<file path="src/rtl/filter_peak_detector_pkg.sv">
// Shared settings for the filter peak detector: sample/timestamp sizes,
// pulse timing constants and the detector FSM encoding.
package filter_peak_detector_pkg;

  localparam int SIZE_FILTER_DATA  = 16;
  localparam int SIZE_TEST_COUNTER = 16;

  // Trapezoid rise (k_2) and flat-top (l_2) lengths of the v2 filter.
  localparam int K_2 = 5;
  localparam int L_2 = 5;

  localparam int PEAK_HOLDOFF   = K_2 + L_2;
  localparam int PEAK_MIN_WIDTH = 2;
  localparam int PEAK_WID_W     = 8;

  typedef enum logic [1:0] {
    PK_IDLE    = 2'd0,
    PK_RISE    = 2'd1,
    PK_HOLDOFF = 2'd2
  } peak_state_t;

endpackage

</file>
<file path="src/rtl/filter_peak_detector_peak_ts_counter.sv">
// Sample timestamp: wrapping TS_W counter that advances once per valid
// filter sample; the current value belongs to the sample being presented.
module peak_ts_counter
  import filter_peak_detector_pkg::*;
#(
  parameter int TS_W = SIZE_TEST_COUNTER
) (
  input  logic            clk,
  input  logic            reset_n,
  input  logic            en,
  output logic [TS_W-1:0] ts
);

  logic [TS_W-1:0] ts_q;
  logic [TS_W-1:0] ts_d;

  always_comb begin
    ts_d = ts_q;
    if (en) begin
      ts_d = ts_q + 1'b1;
    end
  end

  always_ff @(posedge clk) begin
    if (!reset_n) begin
      ts_q <= '0;
    end else begin
      ts_q <= ts_d;
    end
  end

  assign ts = ts_q;

endmodule

</file>
<file path="src/rtl/filter_peak_detector.sv">
// Peak detector for the trapezoidal filter output: qualifies above-threshold
// pulses, reports peak amplitude/time and applies a holdoff dead-time.
// Optional pile-up rejection: define FILTER_PEAK_DETECTOR_PILEUP_REJECT_EN.
module filter_peak_detector
  import filter_peak_detector_pkg::*;
#(
  parameter int DATA_W    = SIZE_FILTER_DATA,
  parameter int TS_W      = SIZE_TEST_COUNTER,
  parameter int HOLDOFF   = PEAK_HOLDOFF,
  parameter int MIN_WIDTH = PEAK_MIN_WIDTH,
  parameter int WID_W     = PEAK_WID_W
) (
  input  logic                     clk,
  input  logic                     reset_n,
  input  logic signed [DATA_W-1:0] filter_data,
  input  logic                     filter_valid,
  input  logic        [DATA_W-2:0] threshold,
  output logic                     peak_valid,
  output logic signed [DATA_W-1:0] peak_amp,
  output logic        [TS_W-1:0]   peak_time,
  output logic                     busy
);

  localparam int HC_W = $clog2(HOLDOFF + 2);
  localparam logic [HC_W-1:0]  HOLD_INIT = HC_W'(HOLDOFF);
  localparam logic [HC_W-1:0]  HOLD_LAST = HC_W'(1);
  localparam logic [WID_W-1:0] WID_MIN   = WID_W'(MIN_WIDTH);
  localparam logic [WID_W-1:0] WID_ONE   = WID_W'(1);

  function automatic logic [WID_W-1:0] sat_inc(input logic [WID_W-1:0] w);
    return (&w) ? w : w + 1'b1;
  endfunction

  peak_state_t               state_q, state_d;
  logic signed [DATA_W-1:0]  thr_q, thr_d;
  logic signed [DATA_W-1:0]  max_q, max_d;
  logic        [TS_W-1:0]    t_max_q, t_max_d;
  logic        [WID_W-1:0]   width_q, width_d;
  logic        [HC_W-1:0]    hold_cnt_q, hold_cnt_d;
  logic                      peak_valid_q, peak_valid_d;
  logic signed [DATA_W-1:0]  peak_amp_q, peak_amp_d;
  logic        [TS_W-1:0]    peak_time_q, peak_time_d;
  logic                      busy_q, busy_d;
`ifdef FILTER_PEAK_DETECTOR_PILEUP_REJECT_EN
  logic                      pile_q, pile_d;
`endif

  logic        [TS_W-1:0]    ts;
  logic signed [DATA_W-1:0]  thr_ext;
  logic                      above_new;
  logic                      above_lat;
  logic                      qualify;
  logic                      hold_exit;
  logic                      emit;

  peak_ts_counter #(
    .TS_W (TS_W)
  ) u_ts (
    .clk     (clk),
    .reset_n (reset_n),
    .en      (filter_valid),
    .ts      (ts)
  );

  // Threshold is unsigned on the port; zero-extend so the compare stays signed.
  assign thr_ext   = $signed({1'b0, threshold});
  assign above_new = filter_data > thr_ext;
  assign above_lat = filter_data > thr_q;

  always_comb begin : next_state
    state_d    = state_q;
    thr_d      = thr_q;
    max_d      = max_q;
    t_max_d    = t_max_q;
    width_d    = width_q;
    hold_cnt_d = hold_cnt_q;
    qualify    = 1'b0;
    hold_exit  = 1'b0;
`ifdef FILTER_PEAK_DETECTOR_PILEUP_REJECT_EN
    pile_d     = pile_q;
`endif
    if (filter_valid) begin
      unique case (state_q)
        PK_IDLE: begin
          if (above_new) begin
            thr_d   = thr_ext;
            max_d   = filter_data;
            t_max_d = ts;
            width_d = WID_ONE;
            state_d = PK_RISE;
          end
        end
        PK_RISE: begin
          if (above_lat) begin
            width_d = sat_inc(width_q);
            // Strict compare keeps the earliest sample on ties.
            if (filter_data > max_q) begin
              max_d   = filter_data;
              t_max_d = ts;
            end
          end else if (width_q >= WID_MIN) begin
            qualify    = 1'b1;
            hold_cnt_d = HOLD_INIT;
            state_d    = (HOLDOFF == 0) ? PK_IDLE : PK_HOLDOFF;
`ifdef FILTER_PEAK_DETECTOR_PILEUP_REJECT_EN
            pile_d     = 1'b0;
`endif
          end else begin
            state_d = PK_IDLE;
          end
        end
        PK_HOLDOFF: begin
          hold_cnt_d = hold_cnt_q - 1'b1;
`ifdef FILTER_PEAK_DETECTOR_PILEUP_REJECT_EN
          if (above_lat) begin
            pile_d = 1'b1;
          end
`endif
          if (hold_cnt_q == HOLD_LAST) begin
            hold_exit = 1'b1;
            state_d   = PK_IDLE;
          end
        end
        default: begin
          state_d = PK_IDLE;
        end
      endcase
    end
  end

  always_comb begin : outputs
`ifdef FILTER_PEAK_DETECTOR_PILEUP_REJECT_EN
    // Event waits for a clean holdoff window; the exit sample also counts.
    if (HOLDOFF == 0) begin
      emit = qualify;
    end else begin
      emit = hold_exit && !pile_q && !above_lat;
    end
`else
    emit = qualify;
`endif
    peak_valid_d = emit;
    peak_amp_d   = emit ? max_q   : peak_amp_q;
    peak_time_d  = emit ? t_max_q : peak_time_q;
    busy_d       = (state_d != PK_IDLE);
  end

  always_ff @(posedge clk) begin
    if (!reset_n) begin
      state_q      <= PK_IDLE;
      thr_q        <= '0;
      max_q        <= '0;
      t_max_q      <= '0;
      width_q      <= '0;
      hold_cnt_q   <= '0;
      peak_valid_q <= 1'b0;
      peak_amp_q   <= '0;
      peak_time_q  <= '0;
      busy_q       <= 1'b0;
`ifdef FILTER_PEAK_DETECTOR_PILEUP_REJECT_EN
      pile_q       <= 1'b0;
`endif
    end else begin
      state_q      <= state_d;
      thr_q        <= thr_d;
      max_q        <= max_d;
      t_max_q      <= t_max_d;
      width_q      <= width_d;
      hold_cnt_q   <= hold_cnt_d;
      peak_valid_q <= peak_valid_d;
      peak_amp_q   <= peak_amp_d;
      peak_time_q  <= peak_time_d;
      busy_q       <= busy_d;
`ifdef FILTER_PEAK_DETECTOR_PILEUP_REJECT_EN
      pile_q       <= pile_d;
`endif
    end
  end

  assign peak_valid = peak_valid_q;
  assign peak_amp   = peak_amp_q;
  assign peak_time  = peak_time_q;
  assign busy       = busy_q;

endmodule

</file>
<file path="config.mk">
export PLATFORM = sky130hd
export DESIGN_NAME = filter_peak_detector
export DESIGN_NICKNAME = d
export VERILOG_FILES = /design/src/rtl/filter_peak_detector_pkg.sv /design/src/rtl/filter_peak_detector_peak_ts_counter.sv /design/src/rtl/filter_peak_detector.sv
export SDC_FILE = /design/constraint.sdc
export NUM_CORES = 1
export LEC_CHECK = 0
export CELL_PAD_IN_SITES_DETAIL_PLACEMENT = 2
export CELL_PAD_IN_SITES_GLOBAL_PLACEMENT = 2
export CORE_AREA = 4 4 125 151
export DETAILED_ROUTE_END_ITERATION = 7
export DIE_AREA = 0 0 129 155
export GPL_ROUTABILITY_DRIVEN = 0
export PLACE_DENSITY_LB_ADDON = 0.1
export SLEW_MARGIN = 20
export SYNTH_ARGS = -nofsm -noshare
export SYNTH_HDL_FRONTEND = slang
export SYNTH_SLANG_ARGS = --single-unit
</file>
<file path="constraint.sdc">
create_clock -name clk -period 2.62 [get_ports clk]
set_input_delay 0.262 -clock clk [delete_from_list [all_inputs] [get_ports clk]]
set_output_delay 0.262 -clock clk [all_outputs]
set_load 0.005 [all_outputs]
</file>
==> results.md, run 1 <==
* Status: complete, no violations
* Slew HR at 0.442
* Layout cells sized above 1 at 0.117
* WP data arrival at 2.85 ns
* CP Launch Type: flip-flop
* Clock Pin Slew Worst Setup and Hold Paths at 0.07 ns
* CP max-delay cell: dfxtp_1
* Post-Syn Instances at 685
* Synth cell types at 55
* Period Utilization, post-route at 0.981
* Initial Util at 0.337
* Cts hold-fix bufs at 0
* Count of input and output buffers at 67
* Yosys Warn Count at 0
* Die Ht at 155 um
* DRC at 0
* Worst R2R Start: max_q[11]$_SDFFE_PN0P_
* Routed via count at 5262
* Yosys top cell by area: dfxtp_1
* Crit path top cell by count: buf_12
* Std-Cell Rows at 53
* Worst-Skew Late Latency at 0.36 ns
* Vias in the first global route at 5873
* Critical path origin: max_q[11]$_SDFFE_PN0P_
* Core area at 17400 sq um
* Final Util at 0.431
* Layout area overhead at 27.7%
* Largest net degree at the start of global routing at 83
* DR pass1 iterations at 4
* Final Hold Fails at 0
* Sequential-to-total area share from yosys stat at 0.379
* TritonCTS clock tree: built
* Required @ worst endpoint at 2.90 ns
* Top cells by area, synth: dfxtp_1, ha_1, mux2i_1, nand2_1, a21oi_1
* HP Class: in2reg
* Total wire length at 19.4 mm
* Max Cap Viol at 0
* Post-synth EDFFs at 0
* H-tree depth at 3
* Avg Cell Area, Syn at 8.56 sq um
* Setup TNS at 0 ns
* HP Start: threshold[12]
* Cell leakage power at 2.91 nW
* Top cell type's share of synthesized area at 0.379
* Clk sink count at 111
* Setup violators final at 0
* Yosys reg bits at 111
* Chip Width at 129 um
* Worst IR Drop VDD at 0.000258 V
* Min Tclk post-route at 2.57 ns
* Unrepaired setup endpoints after global routing: yes
* Max Clock Freq at 389 MHz
* Die area at 20000 sq um
* CP Max Fanout at 6
* Delay-heaviest family, CP: simple AND/OR/NAND/NOR gates
* # IOs at 68
* Ys async rst share at 0
* WP buf/inv at 3
* First-pass GRT wire length at 31.0 mm
* Vias per inst at 5.28
* Slew Viols, Final at 0
* Fin nets at 857
* Critical path class: reg2reg
* Post-synth net total at 770
* Slew at the pin closest to its max-slew limit at 0.836 ns
* Antenna Diode Count at 0
* Drt first-iter violations at 226
* Slowest stage delay, CP at 0.39 ns
* Filler cells at 1950
* Clk_skew at 0.00931 ns
* Worst Setup End Kind: flip-flop
* Avg WL per Cell at 19.5 um
* Global route overflow at 0
* Post-DP HPWL at 14.2 mm
* Critical Path, Cell by Cell: inv_1 -> ha_1 -> nand4_1 -> or2_2 -> o21ai_1 -> nand2_1 -> a32oi_4 -> buf_12 -> buf_12 -> mux2i_2
* GRT Util Overall at 0.196
* Main synth FF type: dfxtp_1
* Netlist Area Pre-Place at 5860 sq um
* Clk buf depth at 2
* Initial antenna violation count at 0
* Pwr dens at 488 nW/um^2
* Antenna viol nets, final at 0
* Root buffer cell: clkbuf_16
* TritonCTS buffer count at 9
final timing paths:
path                                                  end  slack (ns)  cells past startpoint
worst min-delay path               thr_q[12]$_SDFFE_PN0P_        0.20                      3
worst max-delay path             t_max_q[10]$_SDFFE_PN0P_        0.05                     10
worst max register to register   t_max_q[10]$_SDFFE_PN0P_        0.05                     10
worst min register to register  peak_amp[15]$_SDFFE_PN0P_        0.47                      2
worst min-delay path, delay by kind of cell:
| kind | cells | cell delay (ns) |
|---|---|---|
| AND/OR/NAND/NOR | 1 | 0.08 |
| multiplexers | 1 | 0.07 |
| buffers and inverters | 1 | 0.11 |
where the power goes:
group          switching, mW  internal (mW)
clock network          0.662          0.770
logic                  0.272          0.219
registers             0.0194           1.71
total                  0.953           2.70
cells in the mapped netlist, types with 5 or more instances:
master,instances
a21o_1,5
a21oi_1,55
and3_1,6
buf_2,6
clkbuf_1,26
dfxtp_1,111
ha_1,51
inv_1,55
mux2i_1,54
nand2_1,77
nand3_1,49
nand3b_1,7
nand4_1,20
nor2_1,37
nor2b_1,6
o211ai_1,5
o21ai_0,37
o31ai_1,5
xor2_1,10
sequential cells by signal, summed over array words and instances (netlist names):
| register | count |
|---|---|
| peak_amp | 16 |
| t_max_q | 16 |
| thr_q | 15 |
| hold_cnt_q | 4 |
| state_q | 2 |
| peak_time | 16 |
| peak_valid | 1 |
| u_ts.ts | 16 |
| width_q | 8 |
| busy | 1 |
| max_q | 16 |
cells in the final DEF, fill, tap and decap left out, drive strengths merged, types with 5 or more instances in the layout:
master,instances
a21o,5
a21oi,55
and3,6
buf,48
clkbuf,13
clkdlybuf4s50,53
dfxtp,111
dlygate4sd2,7
dlymetal6s2s,6
ha,51
inv,57
mux2i,54
nand2,77
nand3,49
nand3b,7
nand4,20
nor2,37
nor2b,6
o211ai,5
o21ai,37
o31ai,5
xor2,10
layer usage:
metal / part of all wire / vias to the layer above / global-route usage
li1: - / 2560 / -
met5: 0 / - / 0
met3: 0.018 / 23 / 0.0258
met4: 0.019 / 0 / 0.0600
met1: 0.41 / 2623 / 0.218
met2: 0.56 / 56 / 0.377
cells by family after synthesis:
| group | after synthesis | synth area share |
|---|---|---|
| fa+ha+maj | 51 | 0.109 |
| flops | 111 | 0.379 |
| compound gates | 132 | 0.140 |
| simple gates | 228 | 0.190 |
| xor+xnor | 14 | 0.0209 |
| mux | 54 | 0.0922 |
| buf+inv | 95 | 0.0685 |
through the flow:
step / instances / hold slack, ns / cell area, sq um / setup slack, ns / total power, mW
after global routing: 996 / 0.226 / 7480 / -0.0404 / 3.82
final: 996 / 0.201 / 7480 / 0.0491 / 3.65
after floorplan: 685 / 0.404 / 5860 / 0.324 / 2.01
after global placement: 976 / 0.445 / 6980 / -0.306 / 2.20
after CTS: 993 / 0.355 / 7330 / 0.00181 / 3.69
after detailed placement: 976 / 0.459 / 6980 / -0.444 / 2.23
layout make-up:
cell class / count / area, sq um / area share
Timing Repair Buffer: 116 / 1150 / 0.153
Clock inverter: 4 / 52.6 / 0.00702
Sequential cell: 111 / 2230 / 0.298
Inverter: 55 / 206 / 0.0276
Clock buffer: 11 / 243 / 0.0324
Tap cell: 220 / 275 / 0.0368
Multi-Input combinational cell: 479 / 3330 / 0.445
what timing repair did:
action                                  4_1_cts  5_1_grt
buffers inserted                              1        2
resized for setup                            14       26
endpoints found under the setup margin       19       62
gates cloned                                  1        2
hold endpoints to repair                      0        0
pin swaps                                     4       10
Power figures use the tool's default switching activity.
==> inputs of run 2 (changes only) <==
--- a/config.mk
+++ b/config.mk
@@ -11,6 +11,7 @@
 export DETAILED_ROUTE_END_ITERATION = 7
 export DIE_AREA = 0 0 129 155
 export GPL_ROUTABILITY_DRIVEN = 0
+export GPL_TIMING_DRIVEN = 0
 export PLACE_DENSITY_LB_ADDON = 0.1
 export SLEW_MARGIN = 20
 export SYNTH_ARGS = -nofsm -noshare
==> run 2 against run 1 <==
Effect of this change: the flow now finishes with violations (negative setup slack); power is 0.20% lower; core utilization is 0.32 points higher; global-route usage is 0.67 points higher; first-iteration DRC count is 12% lower; via count is 1.8% higher; critical path depth is 1 higher; combinational power is 3% higher; sequential share of layout area is 0.29 points lower; die area stayed put; clock power hardly changed; design area is 0.75% higher; fmax is 2.0% lower; critical endpoint is now t_max_q[4]$_SDFFE_PN0P_; largest cell class unchanged.
==> results.md, run 2 (same netlist as run 1, synthesis figures left out) <==
* Worst Setup End Kind: flip-flop (unchanged)
* Clk sink count at 111 (unchanged)
* DRC at 0 (unchanged)
* Antenna Diode Count at 0 (unchanged)
* Total wire length at 20.5 mm (was 19.4 mm)
* Slew at the pin closest to its max-slew limit at 0.675 ns (was 0.836 ns)
* Min Tclk post-route at 2.62 ns (was 2.57 ns)
* CP Launch Type: flip-flop (unchanged)
* Max Clock Freq at 381 MHz (was 389 MHz)
* Filler cells at 1910 (was 1950)
* Largest net degree at the start of global routing at 18 (was 83)
* GRT Util Overall at 0.202 (was 0.196)
* Worst IR Drop VDD at 0.000270 V (was 0.000258 V)
* Total Power Consumption at 3.64 mW (was 3.65 mW)
* Vias in the first global route at 6012 (was 5873)
* Layout area overhead at 28.6% (was 27.7%)
* Chip Width at 129 um (unchanged)
* Global Route met1 Usage at 0.221 (was 0.218)
* Status: finished with violations (was complete, no violations)
* Antenna viol nets, final at 0 (unchanged)
* Met2 track demand over resource at 0.395 (was 0.377)
* Clk buf depth at 2 (unchanged)
* First-pass GRT wire length at 31.9 mm (was 31.0 mm)
* Drt first-iter violations at 199 (was 226)
* WP data arrival at 2.91 ns (was 2.85 ns)
* Final Util at 0.434 (was 0.431)
* TritonCTS clock tree: built (unchanged)
* Cts hold-fix bufs at 0 (unchanged)
* Met3 Resource Use GR at 0.0185 (was 0.0258)
* TritonCTS buffer count at 9 (unchanged)
* Root buffer cell: clkbuf_16 (unchanged)
* # IOs at 68 (unchanged)
* Layout cells sized above 1 at 0.100 (was 0.117)
* Worst-Skew Late Latency at 0.36 ns (about the same)
* Setup violators final at 1 (was 0)
* Std-Cell Rows at 53 (unchanged)
* Die area at 20000 sq um (unchanged)
* Routed via count at 5356 (was 5262)
* Final Cell Area at 7540 sq um (was 7480 sq um)
* Grt peak-use layer: met2 (unchanged)
* Slew Viols, Final at 0 (unchanged)
* Pwr dens at 483 nW/um^2 (was 488 nW/um^2)
* Failing checks: negative setup slack
* Period Utilization, post-route at 1.00 (was 0.981)
* Core area at 17400 sq um (unchanged)
* Placed Cells at 972 (was 976)
* Commonest non-fill, non-tap cell in the layout: dfxtp_1 (unchanged)
* Count of input and output buffers at 67 (unchanged)
* H-tree depth at 3 (unchanged)
* Non-filler instance count after layout at 998 (was 996)
* Post-DP HPWL at 15.5 mm (was 14.2 mm)
* DR pass1 iterations at 4 (unchanged)
* Critical path class: reg2reg (unchanged)
* Initial Util at 0.337 (unchanged)
* Initial antenna violation count at 0 (unchanged)
* Die Ht at 155 um (unchanged)
* Clk_skew at 0.00892 ns (was 0.00931 ns)
* Max Cap Viol at 0 (unchanged)
* WHS at 0.313 ns (was 0.201 ns)
* Slew HR at 0.550 (was 0.442)
* Cell leakage power at 2.87 nW (was 2.91 nW)
* Vias per inst at 5.37 (was 5.28)
* Final Worst Setup Slack at -0.00335 ns (was 0.0491 ns)
* HP Class: in2reg (unchanged)
* CP Max Fanout at 7 (was 6)
* Fin nets at 860 (was 857)
* Clock Pin Slew Worst Setup and Hold Paths at 0.08 ns (was 0.07 ns)
* Required @ worst endpoint at 2.90 ns (about the same)
* Global route overflow at 0 (unchanged)
* Unrepaired setup endpoints after global routing: yes (unchanged)
* Final Hold Fails at 0 (unchanged)
* Avg WL per Cell at 20.6 um (was 19.5 um)
* Placed Area at 6810 sq um (was 6980 sq um)
* Most frequent cells in the layout: dfxtp_1, nand2_1, inv_1 (was dfxtp_1, nand2_1, inv_1, a21oi_1, clkdlybuf4s50_1)
## run 2: cell types whose count changed in the layout (fill, tap and decap cells not counted), sizes merged
| cell | before | now |
|---|---|---|
| clkbuf | 13 | 41 |
| dlymetal6s2s | 6 | 4 |
| clkinvlp | 0 | 1 |
| clkdlybuf4s50 | 53 | 52 |
| clkinv | 1 | 0 |
| buf | 48 | 21 |
| dlygate4sd2 | 7 | 11 |
## run 2: through the flow
step                setup WS [ns]  setup TNS, ns
floorplan                   0.324              0
global placement           -0.785         -51.26
detailed placement         -0.815         -60.69
CTS                       -0.0216        -0.0556
global route              -0.0907          -1.95
finish                   -0.00335       -0.00335
## run 2: final cells by class
type	count	area, sq um	area share
clock inverters	4	55.1	0.00730
inverters	55	206	0.0274
well taps	220	275	0.0365
multi-input cells	479	3450	0.457
plain buffers	39	248	0.0329
clock buffers	10	229	0.0304
repair buffers	80	855	0.113
flip-flops and latches	111	2230	0.295
## run 2: worst paths after layout
path	endpoint	depth (start not counted)	from	slack (ns)
setup / recovery	t_max_q[4]$_SDFFE_PN0P_	11	thr_q[1]$_SDFFE_PN0P_	-0.003
hold / removal	max_q[8]$_SDFFE_PN0P_	3	filter_data[8]	0.31
setup reg to reg	t_max_q[4]$_SDFFE_PN0P_	11	thr_q[1]$_SDFFE_PN0P_	-0.003
hold reg to reg	t_max_q[9]$_SDFFE_PN0P_	2	t_max_q[9]$_SDFFE_PN0P_	0.47
## run 2: repair_timing
action	4_1_cts	5_1_grt
setup endpoints to repair	92	78
setup buffers	3	7
gates cloned	0	3
pin swaps	4	14
gates resized for setup	34	39
## run 2: layer usage
| layer | vias to the layer above | part of all wire |
|---|---|---|
| li1 | 2572 | - |
| met1 | 2693 | 0.40 |
| met2 | 64 | 0.56 |
| met3 | 27 | 0.016 |
| met4 | 0 | 0.027 |
| met5 | - | 0 |
## run 2: critical path: stages (launching register included)
cell and delay [ns]:
dfxtp_2 0.34, inv_2 0.04, ha_4 0.26, nor2b_4 0.12
o211ai_1 0.13, a2111o_1 0.53, a31o_1 0.27, buf_6 0.13
a32oi_4 0.18, buf_12 0.18, clkbuf_16 0.16, mux2i_1 0.20
## run 2: report_power, final
part | total [mW] | switching, mW | internal (mW)
registers | 1.73 | 0.0187 | 1.71
logic | 0.506 | 0.292 | 0.215
clock network | 1.41 | 0.669 | 0.741
total | 3.64 | 0.980 | 2.66
==> inputs of run 3 (changes only) <==
--- a/config.mk
+++ b/config.mk
@@ -13,7 +13,9 @@
 export GPL_ROUTABILITY_DRIVEN = 0
 export GPL_TIMING_DRIVEN = 0
 export PLACE_DENSITY_LB_ADDON = 0.1
+export SKIP_LAST_GASP = 1
 export SLEW_MARGIN = 20
 export SYNTH_ARGS = -nofsm -noshare
 export SYNTH_HDL_FRONTEND = slang
 export SYNTH_SLANG_ARGS = --single-unit
+export TNS_END_PERCENT = 10
==> run 3 against run 2 <==
Effect of this change: the run still ends with negative setup slack left; core utilization shrank 0.45 points; global-route usage about the same; register-to-register slack worse by 0.02 ns; final cell count shrank 0.30%; via count is 0.13% lower; clock skew increased by 0.00052 ns; sequential share of layout area up 0.31 points; combinational power decreased by 1%; clock power about the same; worst hold slack lost 0.0021 ns; power shrank 0.24%.
==> results.md, run 3 (same netlist as run 1, synthesis figures left out) <==
* Worst Setup End Kind: flip-flop (unchanged)
* Worst-Skew Late Latency at 0.36 ns (about the same)
* Avg WL per Cell at 20.7 um (was 20.6 um)
* Chip Width at 129 um (unchanged)
* Status: finished with violations (unchanged)
* Setup violators final at 9 (was 1)
* NetSw at 977 uW (was 980 uW)
* Non-filler instance count after layout at 995 (was 998)
* HP Start: filter_data[10] (was filter_data[8])
* R2r worst-path depth at 11 (unchanged)
* Min Tclk post-route at 2.65 ns (was 2.62 ns)
* Cts hold-fix bufs at 0 (unchanged)
* Slew Viols, Final at 0 (unchanged)
* Die area at 20000 sq um (unchanged)
* Final Worst Setup Slack at -0.0271 ns (was -0.00335 ns)
* Hold Path Sink: max_q[10]$_SDFFE_PN0P_ (was max_q[8]$_SDFFE_PN0P_)
* DR pass1 iterations at 4 (unchanged)
* Std-Cell Rows at 53 (unchanged)
* Gate power share at 0.137 (was 0.139)
* Most frequent cells in the layout: dfxtp_1, nand2_1, a21oi_1 (was dfxtp_1, nand2_1, inv_1)
* Count of input and output buffers at 67 (unchanged)
* Sequential power share at 0.475 (was 0.474)
* Clk_skew at 0.00943 ns (was 0.00892 ns)
* Required @ worst endpoint at 2.90 ns (about the same)
* GRT Util Overall at 0.202 (about the same)
* P_int at 2.66 mW (about the same)
* FF-to-FF setup slack at -0.03 ns (was -0.003 ns)
* Largest net degree at the start of global routing at 18 (unchanged)
* Post-DP HPWL at 15.5 mm (unchanged)
* Root buffer cell: clkbuf_16 (unchanged)
* Clk buf depth at 2 (unchanged)
* Final Hold Fails at 0 (unchanged)
* Slew at the pin closest to its max-slew limit at 0.685 ns (was 0.675 ns)
* Clock Pin Slew Worst Setup and Hold Paths at 0.08 ns (about the same)
* TritonCTS clock tree: built (unchanged)
* Period Utilization, post-route at 1.01 (was 1.00)
* DRC at 0 (unchanged)
* Vias per inst at 5.38 (was 5.37)
* CP Launch Type: flip-flop (unchanged)
* Worst R2R Start: thr_q[1]$_SDFFE_PN0P_ (unchanged)
* Antenna Diode Count at 0 (unchanged)
* Layout cells sized above 1 at 0.0852 (was 0.100)
* Total Power Consumption at 3.63 mW (was 3.64 mW)
* Layout area overhead at 27.3% (was 28.6%)
* Routed via count at 5349 (was 5356)
* Slew HR at 0.543 (was 0.550)
* Unrepaired setup endpoints after global routing: yes (unchanged)
* Worst IR Drop VDD at 0.000270 V (about the same)
* Worst hold path cell count at 3 (unchanged)
* Drt first-iter violations at 179 (was 199)
* Global route overflow at 0 (unchanged)
* Worst R2R End: t_max_q[4]$_SDFFE_PN0P_ (unchanged)
* Die Ht at 155 um (unchanged)
* HP Class: in2reg (unchanged)
* TritonCTS buffer count at 9 (unchanged)
* Fin nets at 857 (was 860)
* Max Clock Freq at 378 MHz (was 381 MHz)
* Failing checks: negative setup slack (unchanged)
* First-pass GRT wire length at 31.8 mm (was 31.9 mm)
* Vias in the first global route at 6011 (was 6012)
* Critical path class: reg2reg (unchanged)
* Cell leakage power at 2.83 nW (was 2.87 nW)
* Setup TNS at -0.0886 ns (was -0.00335 ns)
* Clk sink count at 111 (unchanged)
* H-tree depth at 3 (unchanged)
* Initial antenna violation count at 0 (unchanged)
* Core area at 17400 sq um (unchanged)
* CP Max Fanout at 7 (unchanged)
* Pwr dens at 487 nW/um^2 (was 483 nW/um^2)
* # IOs at 68 (unchanged)
* Clock power share at 0.388 (was 0.387)
* Total wire length at 20.6 mm (was 20.5 mm)
* Commonest non-fill, non-tap cell in the layout: dfxtp_1 (unchanged)
* Switching Fraction at 0.269 (about the same)
* Placed Cells at 972 (unchanged)
* Max Cap Viol at 0 (unchanged)
* WP data arrival at 2.93 ns (was 2.91 ns)
* Initial Util at 0.337 (unchanged)
* Antenna viol nets, final at 0 (unchanged)
## run 3: cell types whose count changed in the layout (fill, tap and decap cells not counted), moves of 2 or more
cell	previous run	this run
a21oi_1	50	55
a21oi_2	5	0
buf_12	7	5
buf_2	2	4
buf_4	8	6
clkbuf_1	21	23
clkbuf_2	6	4
## run 3: worst max path at each step
| stage | end | startpoint | slack [ns] | depth (start not counted) |
|---|---|---|---|---|
| 2_1_floorplan | max_q[0]$_SDFFE_PN0P_ | thr_q[14]$_SDFFE_PN0P_ | 0.32 | 9 |
| 3_3_place_gp | busy$_SDFF_PN0_ | filter_data[14] | -0.78 | 10 |
| 3_5_place_dp | busy$_SDFF_PN0_ | filter_data[1] | -0.81 | 10 |
| 4_1_cts | t_max_q[15]$_SDFFE_PN0P_ | thr_q[1]$_SDFFE_PN0P_ | -0.05 | 11 |
| 5_1_grt | t_max_q[4]$_SDFFE_PN0P_ | thr_q[1]$_SDFFE_PN0P_ | -0.11 | 11 |
| 6_report | t_max_q[4]$_SDFFE_PN0P_ | thr_q[1]$_SDFFE_PN0P_ | -0.03 | 11 |
## run 3: per-stage QoR
stage / worst slack [ns] / hold WS, ns / utilization / area, sq um
after floorplan: 0.324 / 0.404 / - / 5860
after global placement: -0.785 / 0.453 / 0.392 / 6810
after detailed placement: -0.815 / 0.458 / 0.392 / 6810
after CTS: -0.0541 / 0.351 / 0.417 / 7240
after global routing: -0.109 / 0.327 / 0.430 / 7460
final: -0.0271 / 0.311 / 0.430 / 7460
## run 3: critical path: stages (launching register included)
cell	delay, ns
dfxtp_2	0.34
inv_2	0.05
ha_4	0.26
nor2b_4	0.12
o211ai_1	0.14
a2111o_1	0.53
a31o_1	0.28
buf_6	0.13
a32oi_4	0.18
buf_12	0.18
clkbuf_16	0.16
mux2i_1	0.20
## run 3: timing repair
| action | in CTS | in global routing |
|---|---|---|
| pin swaps | 4 | 11 |
| setup endpoints to repair | 92 | 78 |
| buffers inserted | 3 | 3 |
| resized for setup | 29 | 29 |
| gates cloned | 0 | 3 |
## run 3: cell type report
type | instances | area, sq um
buffer | 40 | 235
clock buffer | 10 | 229
clock inverter | 4 | 55.1
fill | 1907 | 9910
inverter | 55 | 206
multi-input combinational | 479 | 3420
sequential | 111 | 2230
tap | 220 | 275
timing repair buffer | 76 | 816
## run 3: power by group through the flow
| stage | clock network (mW) | registers (mW) | logic [mW] |
|---|---|---|---|
| 2_1_floorplan | 0 | 1.76 | 0.256 |
| 3_3_place_gp | 0 | 1.76 | 0.412 |
| 3_5_place_dp | 0 | 1.76 | 0.440 |
| 4_1_cts | 1.44 | 1.72 | 0.472 |
| 5_1_grt | 1.50 | 1.73 | 0.548 |
| 6_report | 1.41 | 1.73 | 0.499 |
## run 3: per-layer routing
| layer | track usage | vias up | share of wire |
|---|---|---|---|
| li1 | - | 2567 | - |
| met1 | 0.219 | 2688 | 0.40 |
| met2 | 0.396 | 67 | 0.56 |
| met3 | 0.0185 | 27 | 0.019 |
| met4 | 0.0755 | 0 | 0.027 |
| met5 | 0 | - | 0 |
==> edit (settings of run 1) <==
Re-encode `peak_state_t` (3 states) as one-hot, 3 bits wide.
--- a/src/rtl/filter_peak_detector_pkg.sv
+++ b/src/rtl/filter_peak_detector_pkg.sv
@@ -15,6 +15,6 @@
 
-  typedef enum logic [1:0] {
-    PK_IDLE    = 2'd0,
-    PK_RISE    = 2'd1,
-    PK_HOLDOFF = 2'd2
+  typedef enum logic [2:0] {
+    PK_IDLE    = 3'b001,
+    PK_RISE    = 3'b010,
+    PK_HOLDOFF = 3'b100
   } peak_state_t;
Function: same outputs for any inputs over 4 cycles, from zero or initial values and one cycle with reset_n low; so few cycles prove little.
==> edit against run 1 <==
- setup slack got worse by 0.040 ns
- total power fell by 4.9%
- global-route usage fell by 2.5 points
- routed wire length fell by 11%
- area after synthesis fell by 2.6%
- non-clock buffer count rose by 5
- sequential cell count rose by 1
- cell area fell by 0.35%
==> edit: results (changes against run 1) <==
Clk buf depth -> 2 (unchanged)
Initial antenna violation count -> 0 (unchanged)
Clock Latency Late Sink -> 0.35 ns
Synth Area in Adders -> 0.1117 (+0.002860)
Most frequent cells after synthesis -> dfxtp_1, nand2_1, inv_1, nand3_1, ha_1
Htree depth -> 3 (unchanged)
First-pass GRT wire length -> 27.46 mm (-11%)
Nets -> 859 (+0.23%)
GRT Util Overall -> 0.1702 (-0.02546)
Worst min-delay path class -> in2reg
Max FO, Critical Path -> 8 (+2)
Setup Skew -> 0.007601 ns (-0.001709 ns)
Worst-path clk slew -> 0.07 ns (about the same)
PortBufs -> 67 (unchanged)
Synth Area in XOR/XNOR -> 0.02453 (+0.003616)
Vias in the first global route -> 5,675 (-3.4%)
Max IR drop VDD -> 281.5 µV (+9.1%)
Post-route ant nets -> 0 (unchanged)
Pin count of the biggest net entering global routing -> 43 (-48%)
Net Count, Synth -> 761 (-1.2%)
Synth area leaders -> dfxtp_1, ha_1, mux2i_1
Drt pass-1 iters -> 4 (unchanged)
Wire per inst -> 17.32 µm (-11%)
Post-synthesis mux area share -> 0.08235 (-0.009842)
Slowest-stage cell, CP -> a2111o_2
DP HPWL -> 12.60 mm (-11%)
Initial detailed-routing violation count -> 154 (-32%)
Compound-Gate Fraction of Synth Area -> 0.1082 (-0.03223)
Yosys warnings -> 0 (unchanged)
Synth unique cells -> 50 (-9.1%)
Arr. time, crit path -> 2.86 ns (about the same)
# diodes -> 0 (unchanged)
Leakage -> 3.249 nW (+12%)
Post-synth ARST share -> 0 (unchanged)
Worst Tran Pin Value -> 0.5143 ns (-0.3220 ns)
Outcome -> completed
CTS root buf -> clkbuf_16
Num CTS Buffers -> 9 (unchanged)
Vias -> 5,140 (-2.3%)
Layout cells sized above 1 -> 0.1263 (+0.009021)
Worst path max stage delay -> 0.51 ns (+0.12 ns)
Sequential element share of the synthesized area -> 0.3925 (+0.01346)
## edit: cell count changes after synthesis, moves of 4 or more
cell | run 1 | this run
a21oi_1 | 55 | 24
and4_1 | 2 | 6
mux2i_1 | 54 | 47
nand2_1 | 77 | 112
nand3_1 | 49 | 53
nand3b_1 | 7 | 0
nand4_1 | 20 | 9
o21ai_0 | 37 | 46
o31ai_1 | 5 | 1
or3_1 | 1 | 8
## edit: metrics by stage
step | std cells | worst slack [ns] | instance area, µm² | setup TNS, ns
final | 996 | 0.009415 | 7458 | 0
after global routing | 996 | -0.08589 | 7458 | -0.8607
after CTS | 990 | -0.02312 | 7196 | -0.02797
after detailed placement | 975 | -0.4563 | 6904 | -32.26
after global placement | 975 | -0.3377 | 6904 | -25.06
after floorplan | 676 | 0.3033 | 5713 | 0
## edit: path summary, 6_finish.rpt
check,from,end,slack (ns),depth (start not counted)
worst max-delay path,thr_q[7],max_q[15],0.009,10
worst min-delay path,threshold[8],thr_q[8],0.19,3
worst max register to register,thr_q[7],max_q[15],0.009,10
worst min register to register,t_max_q[7],t_max_q[7],0.46,2
## edit: routing by layer
layer / wire, µm / track usage / vias to the layer above
met1: 6924 / 0.1818 / 2558
met5: 0 / 0 / -
met3: 349 / 0.02473 / 18
li1: - / - / 2507
met2: 9727 / 0.3421 / 57
met4: 252 / 0.04002 / 0
## edit: kinds of logic after synthesis
kind of cell             count (synthesis)
AND/OR/NAND/NOR                        262
flip-flops                             112
AO/OA/AOI/OAI                          100
buffers and inverters                   88
adder cells (fa/ha/maj)                 51
multiplexers                            47
XOR/XNOR                                16
## edit: power breakdown
| group | switching [mW] | internal [mW] |
|---|---|---|
| Combinational | 0.241 | 0.213 |
| Clock | 0.644 | 0.634 |
| Sequential | 0.0169 | 1.72 |
## edit: repair_timing
item	CTS	global route
pin swaps	2	11
buffers inserted	2	3
endpoints found under the setup margin	23	68
gates cloned	0	3
resized for setup	4	44
## edit: cell type report
cell class | count | area, µm²
Clock buffer | 10 | 229.0
Multi-Input combinational cell | 476 | 3241
Timing Repair Buffer | 121 | 1242
Inverter | 54 | 202.7
Sequential cell | 112 | 2247
Tap cell | 220 | 275.3
Clock inverter | 3 | 21.27
Fill cell | 1919 | 9916
## edit: worst max-delay path, delay by kind of cell, from the launching register on
kind	cells	cell delay (ns)
buffers and inverters	2	0.29
adder cells (fa/ha/maj)	1	0.30
flip-flops	1	0.36
AO/OA/AOI/OAI	5	1.27
AND/OR/NAND/NOR	2	0.30
